===== src/rtl/serial_addsub_if.sv =====
// Handshake and operand/result bundle for the bit-serial adder/subtractor.
// The master side issues start/sub/a/b; the slave side returns status and results.
interface serial_addsub_if #(
   parameter int WIDTH = 8
) ();
   logic             start;
   logic             sub;
   logic [WIDTH-1:0] a;
   logic [WIDTH-1:0] b;
   logic             busy;
   logic             done;
   logic [WIDTH-1:0] sum;
   logic             carry_out;
   logic             overflow;

   modport master (
      output start, sub, a, b,
      input  busy, done, sum, carry_out, overflow
   );

   modport slave (
      input  start, sub, a, b,
      output busy, done, sum, carry_out, overflow
   );
endinterface


===== src/rtl/serial_addsub.sv =====
// Bit-serial WIDTH-bit adder/subtractor: one bit per clock, LSB first, framed by a
// start/busy/done handshake. Subtraction is a + ~b + 1 using the carry flop as the +1.
module serial_addsub #(
   parameter int WIDTH = 8
) (
   input logic          clk,
   input logic          rst_n,
   serial_addsub_if.slave bus
);

   localparam int            CW   = (WIDTH > 1) ? $clog2(WIDTH) : 1;
   localparam logic [CW-1:0] LAST = CW'(WIDTH - 1);

   typedef enum logic [1:0] {IDLE, BUSY, DONE} state_t;

   state_t           state;
   logic [WIDTH-1:0] sh_a;
   logic [WIDTH-1:0] sh_b;
   logic [WIDTH-2:0] sh_r;
   logic [WIDTH-1:0] sum_q;
   logic [CW-1:0]    cnt;
   logic             carry;
   logic             carry_out_q;
   logic             overflow_q;
   logic             busy_q;
   logic             done_q;

   logic             prop;
   logic             gen;
   logic             s_bit;
   logic             c_next;
   logic [WIDTH-1:0] r_next;

   // Two cascaded half adders: first on the operand bits, second adds the carry.
   always_comb begin
      prop   = sh_a[0] ^ sh_b[0];
      gen    = sh_a[0] & sh_b[0];
      s_bit  = prop ^ carry;
      c_next = gen | (carry & prop);
      r_next = {s_bit, sh_r};
   end

   // NOTE: every register here is plain state (no memory arrays), so all of it is
   // cleared by the async reset and updated only with non-blocking assignments.
   always_ff @(posedge clk or negedge rst_n) begin
      if (!rst_n) begin
         state       <= IDLE;
         sh_a        <= '0;
         sh_b        <= '0;
         sh_r        <= '0;
         sum_q       <= '0;
         cnt         <= '0;
         carry       <= 1'b0;
         carry_out_q <= 1'b0;
         overflow_q  <= 1'b0;
         busy_q      <= 1'b0;
         done_q      <= 1'b0;
      end else begin
         case (state)
            IDLE, DONE: begin
               done_q <= 1'b0;
               if (bus.start) begin
                  sh_a   <= bus.a;
                  sh_b   <= bus.sub ? ~bus.b : bus.b;
                  sh_r   <= '0;
                  carry  <= bus.sub;
                  cnt    <= '0;
                  busy_q <= 1'b1;
                  state  <= BUSY;
               end else begin
                  busy_q <= 1'b0;
                  state  <= IDLE;
               end
            end
            BUSY: begin
               sh_a  <= sh_a >> 1;
               sh_b  <= sh_b >> 1;
               sh_r  <= r_next[WIDTH-1:1];
               carry <= c_next;
               if (cnt == LAST) begin
                  // carry still holds the carry into the MSB at this point.
                  sum_q       <= r_next;
                  carry_out_q <= c_next;
                  overflow_q  <= carry ^ c_next;
                  busy_q      <= 1'b0;
                  done_q      <= 1'b1;
                  state       <= DONE;
               end else begin
                  cnt <= cnt + 1'b1;
               end
            end
            default: begin
               busy_q <= 1'b0;
               done_q <= 1'b0;
               state  <= IDLE;
            end
         endcase
      end
   end

   assign bus.busy      = busy_q;
   assign bus.done      = done_q;
   assign bus.sum       = sum_q;
   assign bus.carry_out = carry_out_q;
   assign bus.overflow  = overflow_q;

endmodule


===== src/flat_wrapper.sv =====
// flat-port wrapper written by rule: the top's interface ports become plain ports
module serial_addsub_flat 
#(
   parameter int WIDTH = 8
)
  (clk, rst_n, bus_start, bus_sub, bus_a, bus_b, bus_busy, bus_done, bus_sum, bus_carry_out, bus_overflow);
  serial_addsub_if #(.WIDTH(WIDTH)) bus_i ();
  input logic clk;
  input logic rst_n;
  input wire logic [$bits(bus_i.start)-1:0] bus_start;
  input wire logic [$bits(bus_i.sub)-1:0] bus_sub;
  input wire logic [$bits(bus_i.a)-1:0] bus_a;
  input wire logic [$bits(bus_i.b)-1:0] bus_b;
  output wire logic [$bits(bus_i.busy)-1:0] bus_busy;
  output wire logic [$bits(bus_i.done)-1:0] bus_done;
  output wire logic [$bits(bus_i.sum)-1:0] bus_sum;
  output wire logic [$bits(bus_i.carry_out)-1:0] bus_carry_out;
  output wire logic [$bits(bus_i.overflow)-1:0] bus_overflow;
  assign bus_i.start = bus_start;
  assign bus_i.sub = bus_sub;
  assign bus_i.a = bus_a;
  assign bus_i.b = bus_b;
  assign bus_busy = bus_i.busy;
  assign bus_done = bus_i.done;
  assign bus_sum = bus_i.sum;
  assign bus_carry_out = bus_i.carry_out;
  assign bus_overflow = bus_i.overflow;
  serial_addsub #(.WIDTH(WIDTH)) u_core (.clk(clk), .rst_n(rst_n), .bus(bus_i));
endmodule

===== config.mk =====
export PLATFORM = sky130hd
export DESIGN_NAME = serial_addsub_flat
export DESIGN_NICKNAME = d
export VERILOG_FILES = /design/src/rtl/serial_addsub_if.sv /design/src/rtl/serial_addsub.sv /design/src/flat_wrapper.sv
export SDC_FILE = /design/constraint.sdc
export NUM_CORES = 1
export LEC_CHECK = 0
export ABC_AREA = 0
export CORE_MARGIN = 2
export CORE_UTILIZATION = 35
export DETAILED_ROUTE_END_ITERATION = 10
export PLACE_DENSITY = 0.57
export SETUP_SLACK_MARGIN = 0.02
export SYNTH_ARGS = -nofsm -noshare
export SYNTH_HDL_FRONTEND = slang
export SYNTH_SLANG_ARGS = --single-unit

===== constraint.sdc =====
create_clock -name clk -period 2 [get_ports clk]
set_input_delay 0.5 -clock clk [delete_from_list [all_inputs] [get_ports clk]]
set_output_delay 0.5 -clock clk [all_outputs]
set_load 0.01 [all_outputs]

# Word level (Yosys, flattened, before mapping)
# Index checks and enable logic that the tools add are counted.
# word_totals
reg_bits,41
output_inout_bits,12
# op_classes
n_addsub,1
n_eq_ne,6
mux,20
bitwise,7
n_reduce_logical,6
# ops
cell,n
$pmux 8 s2,2
$mux 8,3
$pmux 7 s2,1
$not 8->8,1
$mux 7,1
$mux 1,6
$mux 3,2
$pmux 3 s2,1
$ne 2x2->1 const B,2
$pmux 1 s2,2
$pmux 2 s2,1
$reduce_and 2->1,2
$add 3x1->3 const B,1
$eq 3x3->1 const B,1
$reduce_and 3->1,1
$xor 1x1->1,3
$and 1x1->1,2
$eq 2x1->1 const B,1
$eq 2x2->1 const B,1
$logic_not 2->1,1
$mux 2,1
$ne 2x1->1 const B,1
$reduce_bool 2->1,1
$reduce_or 2->1,1
$or 1x1->1,1

# Logic depth before layout (Yosys ltp)
# Gate-level depths: netlist of the first run.
# logic_depth
word_depth,4
depth_mapped,6
mapped_depth_nobuf,5

# Worst setup path after synthesis of the first run
# OpenSTA, ideal clock, no wires.
# synth_path
path_type,register -> register
from,reg u_core.cnt[0]
to,"reg u_core.carry_out_q, in the netlist u_core.bus.carry_out"
setup_ps,128
arrival_ps,1414
required_time_ps,1872
setup_slack_ps,459
path_stages_with_launch,6
path_cell_list,dfrtp_1 ha_1 ha_1 nand3b_1 buf_2 mux2_1
# synth_between
elab_chain_len,2
# synth_rtl
element,line,text
"start, declared",serial_addsub.sv:21,logic [CW-1:0] cnt;
"start signal, assigned",serial_addsub.sv:89,cnt <= cnt + 1'b1;
$eq 3x3->1,serial_addsub.sv:80,if (cnt == LAST) begin
$reduce_and 2->1 (no line),--,
"end signal, assigned",serial_addsub.sv:83,carry_out_q <= c_next;
"end, declared",serial_addsub.sv:23,logic carry_out_q;
# Every way passes these cells.
# A chain may end at the register's enable or synchronous reset.

==> results of run 1 <==
==> metal layers <==
metal	global-route usage, %	share of wire [%]	up-vias
met5	0	0	-
met4	6.263	2.2	0
met3	4.201	4.1	6
met2	19.64	47	26
met1	15.40	46	533
li1	-	-	527
==> final timing paths <==
path                                     endpoint  slack, ns
worst max-delay path                     bus_busy       0.25
worst min-delay path            u_core.bus.sum[0]       0.26
worst max register to register      u_core.cnt[2]       0.38
worst min register to register     u_core.sh_a[4]       0.48
max in group asynchronous       u_core.bus.sum[7]       1.39
min in group clk                   u_core.sh_a[4]       0.48
==> placed cells by master (no fill, tap or decap) <==
master	instances
clkbuf_8	6
clkdlybuf4s50_1	30
o21ai_1	3
nor2b_1	1
a221o_1	7
buf_4	4
fa_1	1
o21a_1	1
a22o_1	17
a21o_1	8
or3b_1	1
nand3_1	3
buf_2	1
inv_1	3
o21ai_0	1
nor2b_4	1
nor2_1	7
nand2_1	2
xor2_1	1
dfrtp_1	40
mux2_1	7
nand2b_1	1
nand3b_1	1
mux2_2	2
nor2_4	1
clkbuf_1	2
xnor2_1	8
ha_1	2
==> metrics by stage <==
stage / std cells / total power [mW] / hold slack, ns / worst slack [ns] / util, %
6_report: 229 / 3.181 / 0.2591 / 0.2473 / 45.64
5_1_grt: 229 / 3.422 / 0.3044 / 0.1906 / 45.64
4_1_cts: 229 / 3.219 / 0.2786 / 0.2323 / 45.64
3_5_place_dp: 221 / 2.677 / 0.4663 / 0.07243 / 43.74
3_3_place_gp: 221 / 2.605 / 0.4601 / 0.09943 / 43.74
2_1_floorplan: 129 / 2.286 / 0.2044 / 0.4586 / -
==> flip-flops by register name (all words and copies together), names as in the netlist, 2 cells and up <==
name,count
u_core.bus.sum,8
u_core.cnt,3
u_core.sh_a,8
u_core.sh_b,8
u_core.sh_r,7
u_core.state,2
==> final cells by class <==
type	instances	area [um2]
fill	430	2567
sequential	40	1001
multi-input combinational	76	634.4
timing repair buffer	35	335.3
clock buffer	8	90.09
tap	67	83.83
inverter	3	11.26
==> power by group <==
part	switching, mW	internal, mW	leakage (nW)	total [mW]
Clock	0.259	0.281	0.0455	0.540
Combinational	0.543	0.704	0.456	1.25
Sequential	0.226	1.17	0.509	1.39
Total	1.03	2.15	1.01	3.18
==> cell families after synthesis <==
kind of cell               count (synthesis)
xor gates and xnor gates                   9
DFF                                       40
AOI/OAI and AO/OA                         37
muxes                                      9
buffers and inverters                     13
and+or+nand+nor                           18
adders and majority gates                  3
==> worst reg2reg max path, delay by kind of cell (launching register included) <==
kind,cells,cell delay (ns)
flip-flops,1,0.40
adder cells (fa/ha/maj),2,0.42
AO/OA/AOI/OAI,1,0.07
AND/OR/NAND/NOR,2,0.63
==> flow_metrics.py, run 1 <==
metrics = {
    "clock_network": {
        "cts_resized": 0,
        "clk_path_buf_depth": 2,
        "clk_pin_slew_worst_paths_ns": 0.07,
        "htree_levels": 2,
        "root_buffer": "clkbuf_8",
        "cts_setup_buffers": 0,
        "cts_hold_buffers": 0,
        "clock-sinks": 40,
        "numCtsBuffers": 5,
        "cts_tree": "yes",
        "worstSkewPairLatency_ns": 0.28,
    },
    "logic_synthesis": {
        "synth_mux_area_share_pct": 5.912,
        "seq_area_frac_synth_pct": 58.39,
        "post-synth-top-area-cell": "dfrtp_1",
        "synth_compound_area_share_pct": 17.88,
        "synth_xor_area_share_pct": 4.599,
        "avgSynthCellArea_um2": 13.29,
        "synthDistinctLibCells": 26,
        "synth-edff-count": 0,
        "synthArstFlopShare_pct": 100.0,
        "ys_ff_latch": 40,
        "syn-num-nets": 152,
        "yosys.area_share.adder_pct": 2.628,
        "netlist_instances": 129,
        "yosys-top-cells-area": "dfrtp_1 58%, a22o_1 8.7%, mux2_1 4.6%",
        "synth.top_cell.area_share_pct": 58.39,
        "ys.flop_type": "dfrtp_1",
        "synth_top_family_by_area": "compound AO/OA/AOI/OAI gates",
        "synth_common_cells": "40 x dfrtp_1, 17 x a22o_1, 8 x a21o_1, 8 x xnor2_1",
        "yosys_warnings": 0,
        "syn_area_mm2": 0.001714,
        "synthSimpleGateAreaFrac_pct": 5.985,
        "yosysMostFrequentCell": "dfrtp_1",
    },
    "pwr": {
        "ir_drop_v": 0.0004701,
        "powerDensity_mw_per_mm2": 1476,
        "power.leakage_nw": 1.011,
    },
    "timing": {
        "max_freq_mhz": 570.5,
        "slew_violations": 0,
        "final.period_utilization_pct": 87.64,
        "fin_skew_ns": 0.004815,
        "tightest_slew_ns": 0.5060,
        "timing.setup.tns_ns": 0,
        "period_minus_slack_ns": 1.753,
        "hold_viol_final": 0,
        "slew_headroom_pct": 66.19,
        "setup_violations": 0,
        "rsz0062_at_grt": "no",
    },
    "global_routing": {
        "grt_pass1_wl_um": 5071,
        "grt_overflow": 0,
        "antenna_found_initial": 0,
        "grtUsageTotal_pct": 12.49,
        "grt_max_degree": 41,
        "grt_pass1_vias": 1091,
    },
    "final_layout": {
        "syn2layout_area_growth_pct": 25.77,
        "diodes": 0,
        "drive_above_1_share_pct": 9.259,
        "nNetsFinal": 184,
        "fin_area_mm2": 0.002156,
    },
    "placed_design": {
        "dp_hpwl_um": 2131,
        "place_area_mm2": 0.002066,
        "gp_congestion": 0.6778,
        "port_buffers": 31,
    },
    "worst_setup_path": {
        "r2r-start": "u_core.cnt[0]",
        "crit_chain": "clkdlybuf4s50_1",
        "cp_max_fo": 6,
        "critPathBufInv": 1,
        "critPathSlowestCell": "clkdlybuf4s50_1",
        "required_ns": 1.50,
        "cp_data_arrival_time_ns": 1.25,
        "max_stage_delay_ns": 0.56,
        "critPathLaunch": "u_core.state[0]",
        "cp_num_cells": 1,
        "ff2ff_path_depth": 5,
        "crit_type": "reg -> out",
        "crit_family": "buffers and inverters",
        "crit_path_end_kind": "output pin",
        "startpoint_type": "register",
    },
    "floorplan": {
        "num_io_pins": 32,
        "rows": 25,
        "die_h_um": 73.98,
        "coreArea_mm2": 0.004723,
        "die_w_um": 73.98,
        "die_area_mm2": 0.005473,
        "start_util_pct": 36.29,
    },
    "route": {
        "drtIter0Drc": 71,
        "vias": 1092,
        "drt_pass1_iterations": 4,
        "viasPerCell": 4.769,
        "wl_per_cell_um": 13.14,
        "wl_um": 3009,
        "drc": 0,
        "postRouteAntennaNets": 0,
    },
    "run": {
        "drv_cap": 0,
    },
    "run_status": {
        "outcome": "finished clean",
    },
    "min_path": {
        "hp-class": "in -> async",
    },
}
Power figures use the tool's default switching activity.
==> run 2: changes to the inputs <==
Clock period 2 ns to 1.9 ns, I/O delays scaled along.
==> flow_metrics.py, run 2 (synthesis gave the netlist of run 1 again) <==
metrics = {
    "placed_design": {
        "dp_hpwl_um": 2297,
        "port_buffers": 31,
        "gp_congestion": 0.7125,
        "dp_cells": 224,
    },
    "run": {
        "drv_cap": 0,
    },
    "timing": {
        "fin_skew_ns": 0.004790,
        "slew_violations": 0,
        "hold_viol_final": 0,
        "timing.setup.tns_ns": 0,
        "rsz0062_at_grt": "no",
        "tightest_slew_ns": 0.5150,
        "final.period_utilization_pct": 92.08,
        "max_freq_mhz": 571.6,
        "period_minus_slack_ns": 1.750,
        "slew_headroom_pct": 65.67,
        "setup_violations": 0,
    },
    "global_routing": {
        "use_met3_pct": 2.846,
        "met2_usage_pct": 21.13,
        "grt_pass1_vias": 1183,
        "gr-max-usage-layer": "met2",
        "grt_max_degree": 25,
        "antenna_found_initial": 0,
        "grt_overflow": 0,
        "grtUsageTotal_pct": 13.35,
        "use_met1_pct": 16.56,
        "grt_pass1_wl_um": 5395,
    },
    "route": {
        "viasPerCell": 4.823,
        "vias": 1114,
        "drtIter0Drc": 60,
        "wl_um": 3079,
        "wl_per_cell_um": 13.33,
        "drt_pass1_iterations": 4,
        "drc": 0,
        "postRouteAntennaNets": 0,
    },
    "clock_network": {
        "root_buffer": "clkbuf_8",
        "numCtsBuffers": 5,
        "clk_path_buf_depth": 2,
        "cts_setup_buffers": 0,
        "cts_resized": 0,
        "worstSkewPairLatency_ns": 0.29,
        "cts_tree": "yes",
        "clock-sinks": 40,
        "htree_levels": 2,
        "clk_pin_slew_worst_paths_ns": 0.07,
        "cts_hold_buffers": 0,
    },
    "final_layout": {
        "nFillCells": 433,
        "seq_area_mm2": 0.001001,
        "syn2layout_area_growth_pct": 30.07,
        "nNetsFinal": 187,
        "diodes": 0,
        "drive_above_1_share_pct": 11.59,
        "layout_commonest_cell": "dfrtp_1",
        "multi_input_comb_area_um2": 634.4,
        "instances_no_fill": 231,
        "layout_common_cells": "40 x dfrtp_1, 30 x clkdlybuf4s50_1, 17 x a22o_1",
    },
    "floorplan": {
        "die_area_mm2": 0.005473,
        "rows": 25,
        "coreArea_mm2": 0.004723,
        "num_io_pins": 32,
        "die_h_um": 73.98,
        "start_util_pct": 36.29,
        "die_w_um": 73.98,
    },
    "pwr": {
        "ir_drop_v": 0.0004895,
        "power.leakage_nw": 1.048,
        "powerDensity_mw_per_mm2": 1639,
    },
    "run_status": {
        "outcome": "finished clean",
    },
    "worst_setup_path": {
        "critPathBufInv": 1,
        "ff2ff_path_depth": 5,
        "required_ns": 1.42,
        "cp_data_arrival_time_ns": 1.27,
        "critPathSlowestCell": "clkdlybuf4s50_1",
        "r2r_slack_ns": 0.30,
        "crit_chain": "clkdlybuf4s50_1",
        "startpoint_type": "register",
        "max_stage_delay_ns": 0.56,
        "crit_family": "buffers and inverters",
        "cp_max_fo": 6,
        "crit_type": "reg -> out",
        "r2r_end": "u_core.cnt[1]",
        "critPathLaunch": "u_core.state[0]",
        "crit_path_end_kind": "output pin",
        "r2r-start": "u_core.cnt[0]",
    },
    "min_path": {
        "hp-class": "in -> async",
    },
}
==> run 2: cell count changes in the layout (fill, tap and decap cells not counted) <==
| cell | change |
|---|---|
| bufinv_16 | +2 |
| clkbuf_1 | -2 |
| buf_12 | +1 |
| buf_4 | +2 |
| clkbuf_8 | -1 |
==> run 2: cell type report <==
type                    instances  share of cell area (%)
clock inverters                 2                   2.694
repair buffers                 38                   16.61
flip-flops and latches         40                   44.89
well taps                      67                   3.760
multi-input cells              76                   28.45
clock buffers                   5                   3.086
inverters                       3                  0.5051
==> run 2: power breakdown <==
part | switching, mW | internal (mW)
clock | 0.275 | 0.517
sequential | 0.246 | 1.23
combinational | 0.586 | 0.800
==> run 2: how the worst max path moves through the flow <==
| stage | end | cells past startpoint |
|---|---|---|
| 2_1_floorplan | u_core.bus.carry_out | 5 |
| 3_3_place_gp | u_core.sh_r[6] | 5 |
| 3_5_place_dp | u_core.sh_a[6] | 5 |
| 4_1_cts | bus_busy | 1 |
| 5_1_grt | bus_busy | 1 |
| 6_report | bus_busy | 1 |
==> run 2: per-layer routing <==
| metal | vias up | part of all wire (%) |
|---|---|---|
| met5 | - | 0 |
| met2 | 33 | 48 |
| li1 | 530 | - |
| met1 | 542 | 44 |
| met4 | 0 | 3.1 |
| met3 | 9 | 4.0 |
==> run 2: metrics by stage <==
step / power, mW / instance area (um2) / hold slack, ns / utilization (%) / worst slack (ns)
floorplan: 2.406 / 1714 / 0.1794 / - / 0.3586
global placement: 2.817 / 2101 / 0.4609 / 44.48 / 0.1122
detailed placement: 2.894 / 2101 / 0.4715 / 44.48 / 0.09589
CTS: 3.698 / 2230 / 0.1650 / 47.21 / 0.1358
global route: 3.905 / 2230 / 0.1763 / 47.21 / 0.1016
finish: 3.654 / 2230 / 0.1546 / 47.21 / 0.1504
==> run 3: changes to the inputs <==
Settings changed: CORE_UTILIZATION 35 to 51, PLACE_DENSITY 0.57 to 0.78.
==> flow_metrics.py, run 3 (synthesis gave the netlist of run 1 again) <==
metrics = {
    "clock_network": {
        "cts_hold_buffers": 0,
        "clk_pin_slew_worst_paths_ns": 0.11,
        "root_buffer": "clkbuf_4",
        "htree_levels": 2,
        "cts_resized": 0,
        "worstSkewPairLatency_ns": 0.35,
        "clk_path_buf_depth": 2,
        "cts_setup_buffers": 0,
        "cts_tree": "yes",
        "clock-sinks": 40,
        "numCtsBuffers": 5,
    },
    "run_status": {
        "outcome": "finished clean",
    },
    "placed_design": {
        "port_buffers": 31,
        "dp_hpwl_um": 2043,
        "dp_cells": 201,
        "gp_congestion": 0.7412,
    },
    "timing": {
        "slew_headroom_pct": 63.87,
        "rsz0062_at_grt": "no",
        "slew_violations": 0,
        "fin_skew_ns": 0.008748,
        "period_minus_slack_ns": 1.785,
        "final.period_utilization_pct": 93.92,
        "hold_viol_final": 0,
        "setup_violations": 0,
        "tightest_slew_ns": 0.5407,
        "timing.setup.tns_ns": 0,
        "max_freq_mhz": 560.4,
    },
    "route": {
        "drtIter0Drc": 24,
        "postRouteAntennaNets": 0,
        "drc": 0,
        "viasPerCell": 5.344,
        "wl_per_cell_um": 13.37,
        "drt_pass1_iterations": 3,
        "wl_um": 2795,
        "vias": 1117,
    },
    "global_routing": {
        "grtUsageTotal_pct": 18.34,
        "grt_pass1_wl_um": 4878,
        "grt_overflow": 0,
        "antenna_found_initial": 0,
        "grt_pass1_vias": 1089,
        "grt_max_degree": 41,
    },
    "floorplan": {
        "start_util_pct": 52.19,
        "num_io_pins": 32,
        "die_h_um": 61.98,
        "rows": 21,
        "coreArea_mm2": 0.003284,
        "die_area_mm2": 0.003841,
        "die_w_um": 61.98,
    },
    "min_path": {
        "hp-class": "in -> async",
    },
    "worst_setup_path": {
        "crit_type": "reg -> out",
        "critPathSlowestCell": "clkdlybuf4s50_1",
        "crit_path_end_kind": "output pin",
        "critPathBufInv": 1,
        "crit_chain": "clkdlybuf4s50_1",
        "cp_max_fo": 6,
        "crit_family": "buffers and inverters",
        "startpoint_type": "register",
        "max_stage_delay_ns": 0.54,
        "cp_data_arrival_time_ns": 1.31,
        "required_ns": 1.42,
    },
    "pwr": {
        "power.leakage_nw": 1.011,
        "pwr-share-clk_pct": 16.2,
        "ir_drop_v": 0.0006565,
        "internal_power_mw": 2.249,
        "p_sw_share_pct": 32.46,
        "p_seq_share_pct": 44.3,
        "powerDensity_mw_per_mm2": 1567,
        "p_comb_share_pct": 39.5,
        "power_switching_mw": 1.081,
    },
    "final_layout": {
        "diodes": 0,
        "nFillCells": 261,
        "syn2layout_area_growth_pct": 23.94,
        "layout_common_cells": "39 x dfrtp_1, 30 x clkdlybuf4s50_1, 17 x a22o_1",
        "instances_no_fill": 209,
        "drive_above_1_share_pct": 11.04,
        "layout_commonest_cell": "dfrtp_1",
        "nNetsFinal": 185,
    },
    "run": {
        "drv_cap": 0,
    },
}
==> run 3: cell types whose count changed in the layout (fill, tap and decap cells not counted) <==
cell       change
dfrtp_2        +1
clkinv_2       +1
clkbuf_4       +5
buf_4          -1
dfrtp_1        -1
clkbuf_1       +1
clkbuf_8       -5
buf_12         -1
bufinv_16      -1
==> run 3: cell type report <==
cell class                      count  area (um2)  area share (%)
Multi-Input combinational cell     76       634.4           29.86
Clock buffer                        6       41.29           1.943
Timing Repair Buffer               36       342.8           16.14
Inverter                            3       11.26          0.5300
Clock inverter                      2       35.03           1.649
Tap cell                           46       57.56           2.709
Sequential cell                    40        1002           47.17
==> run 3: power groups by stage <==
stage	clock, mW	combinational [mW]	sequential [mW]
floorplan	0	0.931	1.48
global placement	0	1.26	1.47
detailed placement	0	1.33	1.49
CTS	0.558	1.33	1.48
global route	0.603	1.48	1.52
finish	0.540	1.32	1.47
==> run 3: path summary, 6_finish.rpt <==
kind / startpoint / end / slack, ns / cells after the start
max: u_core.state[0] / bus_busy / 0.12 / 1
min: rst_n / u_core.bus.sum[0] / 0.15 / 2
max reg2reg: u_core.cnt[0] / u_core.cnt[1] / 0.30 / 5
min reg2reg: u_core.sh_a[5] / u_core.sh_a[5] / 0.49 / 1
max in group asynchronous: rst_n / u_core.state[0] / 1.39 / 2
min in group clk: u_core.sh_a[5] / u_core.sh_a[5] / 0.49 / 1
==> run 3: per-layer routing <==
layer | wire (um) | global-route usage [%] | vias to the layer above | share of wire, %
li1 | - | - | 530 | -
met1 | 1245 | 22.16 | 556 | 45
met2 | 1359 | 28.87 | 26 | 49
met3 | 134 | 7.453 | 5 | 4.8
met4 | 57 | 8.207 | 0 | 2.0
met5 | 0 | 0 | - | 0
==> run 3: stage by stage <==
stage	total power, mW	instance area [um2]	setup WS (ns)	hold slack (ns)	utilization, %
floorplan	2.406	1714	0.3586	0.1794	-
global placement	2.730	2047	0.1107	0.4597	62.32
detailed placement	2.819	2047	0.05580	0.4665	62.32
CTS	3.366	2123	0.04380	0.1585	64.65
global route	3.601	2125	0.05393	0.1567	64.69
finish	3.329	2125	0.1155	0.1509	64.69
